--- src/rtl/note_player_pkg.sv ---
// Shared definitions for the note player: FSM state encoding and the note
// pitch/duration constants used by upstream sequencers.
package note_player_pkg;

    typedef enum logic [1:0] {
        ST_IDLE = 2'd0,
        ST_LOAD = 2'd1,
        ST_PLAY = 2'd2,
        ST_GAP  = 2'd3
    } state_t;

    // Half-periods in cycles of a 25 MHz clock, fourth octave (C4..B4).
    localparam logic [15:0] DO_4  = 16'd47778;
    localparam logic [15:0] RE_4  = 16'd42566;
    localparam logic [15:0] MI_4  = 16'd37921;
    localparam logic [15:0] FA_4  = 16'd35793;
    localparam logic [15:0] SOL_4 = 16'd31888;
    localparam logic [15:0] LA_4  = 16'd28409;
    localparam logic [15:0] SI_4  = 16'd25310;

    // Note lengths at 120 bpm, 25 MHz clock.
    localparam logic [23:0] DUR_SIXTEENTH = 24'd3_125_000;
    localparam logic [23:0] DUR_EIGHTH    = 24'd6_250_000;
    localparam logic [23:0] DUR_QUARTER   = 24'd12_500_000;

endpackage

--- src/rtl/note_cmd_if.sv ---
// Valid/ready command channel carrying one note (half-period + duration).
interface note_cmd_if #(
    parameter int PW = 16,
    parameter int DW = 24
);
    logic          cmd_valid;
    logic          cmd_ready;
    logic [PW-1:0] cmd_period;
    logic [DW-1:0] cmd_dur;

    modport master (output cmd_valid, output cmd_period, output cmd_dur, input cmd_ready);
    modport slave  (input cmd_valid, input cmd_period, input cmd_dur, output cmd_ready);
endinterface

--- src/rtl/note_fifo.sv ---
// Synchronous FIFO for queued note commands; a push is refused whenever the
// FIFO is full, even if a pop happens in the same cycle.
module note_fifo #(
    parameter int WIDTH = 40,
    parameter int DEPTH = 4
) (
    input  logic             clk,
    input  logic             rst,
    input  logic             push,
    input  logic             pop,
    input  logic [WIDTH-1:0] din,
    output logic [WIDTH-1:0] dout,
    output logic             full,
    output logic             empty
);
    localparam int AW = $clog2(DEPTH);

    logic [WIDTH-1:0] mem [DEPTH];
    logic [AW-1:0]    wr_ptr;
    logic [AW-1:0]    rd_ptr;
    logic [AW:0]      count;
    logic             do_push;
    logic             do_pop;

    assign full    = (count == (AW+1)'(DEPTH));
    assign empty   = (count == '0);
    assign do_push = push && !full;
    assign do_pop  = pop && !empty;
    assign dout    = mem[rd_ptr];

    always_ff @(posedge clk) begin
        if (rst) begin
            wr_ptr <= '0;
            rd_ptr <= '0;
            count  <= '0;
        end else begin
            if (do_push) wr_ptr <= wr_ptr + 1'b1;
            if (do_pop)  rd_ptr <= rd_ptr + 1'b1;
            case ({do_push, do_pop})
                2'b10:   count <= count + 1'b1;
                2'b01:   count <= count - 1'b1;
                default: count <= count;
            endcase
        end
    end

    // NOTE: storage is deliberately not reset; the pointers alone define which entries are valid.
    always_ff @(posedge clk) begin
        if (do_push) mem[wr_ptr] <= din;
    end

endmodule

--- src/rtl/note_player.sv ---
// Square-wave note player fed from a command FIFO. Optional inter-note
// silence is built when NOTE_PLAYER_GAP_EN is defined.
module note_player
    import note_player_pkg::*;
#(
    parameter int PW    = 16,
    parameter int DW    = 24,
    parameter int DEPTH = 4,
    parameter int GAP   = 1200000
) (
    input  logic      clk,
    input  logic      rst,
    note_cmd_if.slave cmd,
    output logic      ch_out,
    output logic      busy
);
    state_t           state;
    logic [PW-1:0]    period;
    logic [PW-1:0]    hp_cnt;
    logic [DW-1:0]    dur;
    logic [DW-1:0]    dur_cnt;
    logic [PW+DW-1:0] head;
    logic             fifo_full;
    logic             fifo_empty;
    logic             pop;

`ifdef NOTE_PLAYER_GAP_EN
    localparam int GW = (GAP > 1) ? $clog2(GAP) : 1;
    logic [GW-1:0] gap_cnt;
`endif

    note_fifo #(.WIDTH(PW + DW), .DEPTH(DEPTH)) u_fifo (
        .clk   (clk),
        .rst   (rst),
        .push  (cmd.cmd_valid),
        .pop   (pop),
        .din   ({cmd.cmd_period, cmd.cmd_dur}),
        .dout  (head),
        .full  (fifo_full),
        .empty (fifo_empty)
    );

    assign cmd.cmd_ready = !fifo_full;
    assign pop           = (state == ST_LOAD);
    assign busy          = !fifo_empty || (state != ST_IDLE);

    // NOTE: every register here is state, so only non-blocking assignments are used.
    always_ff @(posedge clk) begin
        if (rst) begin
            state   <= ST_IDLE;
            period  <= '0;
            dur     <= '0;
            hp_cnt  <= '0;
            dur_cnt <= '0;
            ch_out  <= 1'b0;
`ifdef NOTE_PLAYER_GAP_EN
            gap_cnt <= '0;
`endif
        end else begin
            case (state)
                ST_IDLE: begin
                    ch_out <= 1'b0;
                    if (!fifo_empty) state <= ST_LOAD;
                end
                ST_LOAD: begin
                    period  <= head[PW+DW-1:DW];
                    dur     <= head[DW-1:0];
                    hp_cnt  <= '0;
                    dur_cnt <= '0;
                    ch_out  <= 1'b0;
                    if (head[DW-1:0] != '0) begin
                        state <= ST_PLAY;
                    end else begin
`ifdef NOTE_PLAYER_GAP_EN
                        state   <= ST_GAP;
                        gap_cnt <= '0;
`else
                        state <= ST_IDLE;
`endif
                    end
                end
                ST_PLAY: begin
                    if (dur_cnt == dur - 1'b1) begin
                        // Silence immediately on note end, whatever the wave phase.
                        ch_out <= 1'b0;
`ifdef NOTE_PLAYER_GAP_EN
                        state   <= ST_GAP;
                        gap_cnt <= '0;
`else
                        state <= fifo_empty ? ST_IDLE : ST_LOAD;
`endif
                    end else begin
                        dur_cnt <= dur_cnt + 1'b1;
                        if (period != '0 && hp_cnt == period - 1'b1) begin
                            ch_out <= ~ch_out;
                            hp_cnt <= '0;
                        end else if (period != '0) begin
                            hp_cnt <= hp_cnt + 1'b1;
                        end
                    end
                end
`ifdef NOTE_PLAYER_GAP_EN
                ST_GAP: begin
                    ch_out <= 1'b0;
                    if (gap_cnt == GW'(GAP - 1)) begin
                        state <= fifo_empty ? ST_IDLE : ST_LOAD;
                    end else begin
                        gap_cnt <= gap_cnt + 1'b1;
                    end
                end
`endif
                default: begin
                    state  <= ST_IDLE;
                    ch_out <= 1'b0;
                end
            endcase
        end
    end

endmodule

--- src/flat_wrapper.sv ---
// flat-port wrapper written by rule: the top's interface ports become plain ports
module note_player_flat import note_player_pkg::*;
#(
    parameter int PW    = 16,
    parameter int DW    = 24,
    parameter int DEPTH = 4,
    parameter int GAP   = 1200000
)
  (clk, rst, ch_out, busy, cmd_cmd_valid, cmd_cmd_period, cmd_cmd_dur, cmd_cmd_ready);
  note_cmd_if #(.PW(PW), .DW(DW)) cmd_i ();
  input  logic clk;
  input  logic rst;
  output logic ch_out;
  output logic busy;
  input wire logic [$bits(cmd_i.cmd_valid)-1:0] cmd_cmd_valid;
  input wire logic [$bits(cmd_i.cmd_period)-1:0] cmd_cmd_period;
  input wire logic [$bits(cmd_i.cmd_dur)-1:0] cmd_cmd_dur;
  output wire logic [$bits(cmd_i.cmd_ready)-1:0] cmd_cmd_ready;
  assign cmd_i.cmd_valid = cmd_cmd_valid;
  assign cmd_i.cmd_period = cmd_cmd_period;
  assign cmd_i.cmd_dur = cmd_cmd_dur;
  assign cmd_cmd_ready = cmd_i.cmd_ready;
  note_player #(.PW(PW), .DW(DW), .DEPTH(DEPTH), .GAP(GAP)) u_core (.clk(clk), .rst(rst), .cmd(cmd_i), .ch_out(ch_out), .busy(busy));
endmodule
--- config.mk ---
export PLATFORM = sky130hd
export DESIGN_NAME = note_player_flat
export DESIGN_NICKNAME = d
export VERILOG_FILES = /design/src/rtl/note_player_pkg.sv /design/src/rtl/note_cmd_if.sv /design/src/rtl/note_fifo.sv /design/src/rtl/note_player.sv /design/src/flat_wrapper.sv
export SDC_FILE = /design/constraint.sdc
export NUM_CORES = 1
export LEC_CHECK = 0
export BUFFER_PORTS_ARGS = -buffer_cell sky130_fd_sc_hd__buf_2
export CAP_MARGIN = 0
export CORE_UTILIZATION = 60
export CTS_CLUSTER_SIZE = 10
export DETAILED_ROUTE_END_ITERATION = 10
export GPL_TIMING_DRIVEN = 0
export PLACE_DENSITY = 0.78
export SKIP_LAST_GASP = 1
export SLEW_MARGIN = 25
export SYNTH_ARGS = -nofsm -noshare
export SYNTH_HDL_FRONTEND = slang
export SYNTH_SLANG_ARGS = --single-unit
export TNS_END_PERCENT = 1
--- constraint.sdc ---
create_clock -name clk -period 5.1 [get_ports clk]
set_clock_uncertainty 0.05 [all_clocks]
set_input_delay 1.02 -clock clk [delete_from_list [all_inputs] [get_ports clk]]
set_output_delay 1.02 -clock clk [all_outputs]
set_load 0.01 [all_outputs]
==> flow_summary.json <==
{
  "hp-class": "flip-flop to flip-flop",
  "yosysMostFrequentCell": "edfxtp_1",
  "tightest_slew_ns": 0.828,
  "synthAdderAreaFrac": 0.0170,
  "fillers": 1249,
  "pin_count": 46,
  "vias": 7594,
  "drv_slew": 0,
  "synth_xor_area_frac": 0.0372,
  "routed_wirelength_um": 24500,
  "cts_inserted_buffers": 29,
  "synth_top_area_cell": "edfxtp_1",
  "finalSetupViolations": 0,
  "grt_max_degree": 27,
  "grt_use_total": 0.257,
  "nets": 1013,
  "max_freq_ghz": 0.282,
  "cts_max_level": 1,
  "setup-tns-final_ns": 0,
  "synth.net_count": 932,
  "synth_edf_count": 160,
  "grt_antenna_before_repair": 0,
  "synth_mux_area_frac": 0.121,
  "ys_ff_latch": 252,
  "syn_area_um2": 11500,
  "critPathKind": "flip-flop to flip-flop",
  "antennaDiodeCount": 0,
  "status": "complete, no violations",
  "synth_top_family_by_area": "simple AND/OR/NAND/NOR gates",
  "rows": 50,
  "final_cell_area_um2": 13000,
  "synth-compound-area-share": 0.0904,
  "synth.distinct_cells": 75,
  "yosys_warnings": 0,
  "period_minus_slack_ns": 3.54,
  "p_leak_nw": 4.63,
  "drv_cap": 0,
  "hold_buffers": 0,
  "cts_setup_buffers": 0,
  "cp_max_fo": 10,
  "clockBufferDepth": 3,
  "area_delta_synth_final_pct": 12.9,
  "cts-resized-gates": 0,
  "rsz0062_at_grt": "no",
  "slew_headroom": 0.448,
  "synth_common_cells": "160 x edfxtp_1, 92 x dfxtp_1, 74 x nor2_1",
  "cts_tree": "done",
  "fin_ws_ns": 1.56,
  "wl_per_cell_um": 20.3,
  "drc": 0,
  "vias_per_cell": 6.27,
  "finalCritPeriodShare": 0.695,
  "root_buffer": "clkbuf_16",
  "p_per_area_nw_per_um2": 484,
  "start_util": 0.613,
  "cts.sinks": 252,
  "grt_pass1_vias": 7312,
  "endpoint_kind": "flip-flop",
  "synth_simple_gate_area_frac": 0.133,
  "path_clk_slew_ns": 0.06,
  "async_reset_ff_frac": 0,
  "fp.dieW_um": 140,
  "routabilityCongestion": 0.831,
  "synth.area.top_cells": "edfxtp_1 42%, dfxtp_1 16%, mux4_2 7.8%",
  "seq_area_frac_synth": 0.578,
  "grt_pass1_wl_um": 39500,
  "critPathRequiredTime_ns": 5.46,
  "io_buffer_count": 45,
  "clk-insertion-delay-late_ns": 0.53,
  "postRouteAntennaNets": 0,
  "gr-total-overflow": 0,
  "place_ws_ns": 1.55,
  "arrival_ns": 3.91,
  "core_area_um2": 18800,
  "hold_viol": 0,
  "peakVddDrop_v": 0.000450,
  "synth_ff_type": "edfxtp_1",
  "holdWs_ns": 0.451,
  "synthCells": 874,
  "first_pass_iters": 5,
  "avgSynthCellArea_um2": 13.2,
  "yosys.area.top_type_share": 0.418,
  "drt_iter0_drc": 510,
  "drive_gt1_frac": 0.174,
  "start_kind": "flip-flop",
  "dp_hpwl_um": 16700,
  "dieHeight_um": 140,
  "dieArea_um2": 19700,
  "place_area_um2": 12200
}
[flip-flops by register name, indices dropped and copies added, names as in the netlist, named ones only]
name and flops:
u_core.u_fifo.mem 160, u_core.dur 24, u_core.dur_cnt 24, u_core.hp_cnt 16, u_core.period 16, u_core.u_fifo.count 3, u_core.state 2, u_core.u_fifo.rd_ptr 2
u_core.u_fifo.wr_ptr 2, u_core.ch_out 1
[stage by stage]
step           total power, W  instances   util
2_1_floorplan         0.00400        874      -
3_3_place_gp          0.00440       1153  0.641
3_5_place_dp          0.00447       1158  0.648
4_1_cts               0.00631       1211  0.692
5_1_grt               0.00660       1211  0.692
6_report              0.00629       1211  0.692
[critical path, stage by stage, from the launching register on]
cell	delay (ns)
dfxtp_1	0.36
inv_1	0.10
ha_1	0.26
or3b_2	0.52
or4_4	0.45
xnor2_2	0.14
or4_4	0.49
a2111oi_4	0.38
nor4_4	0.11
clkbuf_1	0.26
a31oi_1	0.26
a21oi_2	0.04
[cells by family after synthesis]
family / count (synthesis)
multiplexers: 89
buffers and inverters: 64
flip-flops: 252
AND/OR/NAND/NOR: 264
XOR/XNOR: 48
adder cells (fa/ha/maj): 15
AO/OA/AOI/OAI: 142
[cell usage in the layout, fill, tap and decap left out, drive strengths merged, types with 12 or more instances in the layout]
| cell type | synthesis | final |
|---|---|---|
| edfxtp | 160 | 160 |
| dfxtp | 92 | 92 |
| clkbuf | 23 | 75 |
| nor2 | 74 | 74 |
| buf | 20 | 70 |
| mux2i | 49 | 49 |
| mux4 | 40 | 40 |
| nand2 | 34 | 34 |
| a21oi | 32 | 32 |
| a31oi | 29 | 29 |
| xor2 | 28 | 28 |
| and3 | 22 | 22 |
| inv | 21 | 21 |
| xnor2 | 20 | 20 |
| nor4 | 19 | 19 |
| nor3 | 17 | 17 |
| o21ai | 16 | 16 |
| nand4 | 15 | 15 |
| or3 | 14 | 14 |
| o21a | 14 | 14 |
| ha | 14 | 14 |
| nand3 | 13 | 13 |
| or4 | 12 | 12 |
[final timing paths]
path / startpoint / end / slack, ns / cells past startpoint
max reg2reg: u_core.period[0] / u_core.hp_cnt[14] / 1.56 / 11
min: u_core.dur_cnt[23] / u_core.dur_cnt[23] / 0.45 / 2
max: u_core.period[0] / u_core.hp_cnt[14] / 1.56 / 11
min reg2reg: u_core.dur_cnt[23] / u_core.dur_cnt[23] / 0.45 / 2
[area by class of cell]
| cell class | count | area (um^2) | share of cell area |
|---|---|---|---|
| plain buffers | 43 | 198 | 0.0152 |
| clock buffers | 52 | 832 | 0.0641 |
| clock inverters | 1 | 5.00 | 0.000385 |
| inverters | 21 | 78.8 | 0.00607 |
| multi-input cells | 558 | 4590 | 0.353 |
| flip-flops and latches | 252 | 6650 | 0.512 |
| well taps | 234 | 293 | 0.0225 |
| repair buffers | 50 | 348 | 0.0268 |
[power breakdown]
group          internal [W]  leakage [nW]  switching [W]
clock network       0.00109         0.400       0.000752
registers           0.00236          2.21       0.000137
logic              0.000823          2.01        0.00113
total               0.00427          4.63        0.00202
[routing by layer]
| metal | GRT usage | wire, um | vias to the layer above |
|---|---|---|---|
| li1 | - | - | 3569 |
| met1 | 0.362 | 10700 | 3716 |
| met2 | 0.428 | 12000 | 276 |
| met3 | 0.0400 | 1510 | 33 |
| met4 | 0.0555 | 325 | 0 |
| met5 | 0 | 0 | - |
Power figures use the tool's default switching activity.
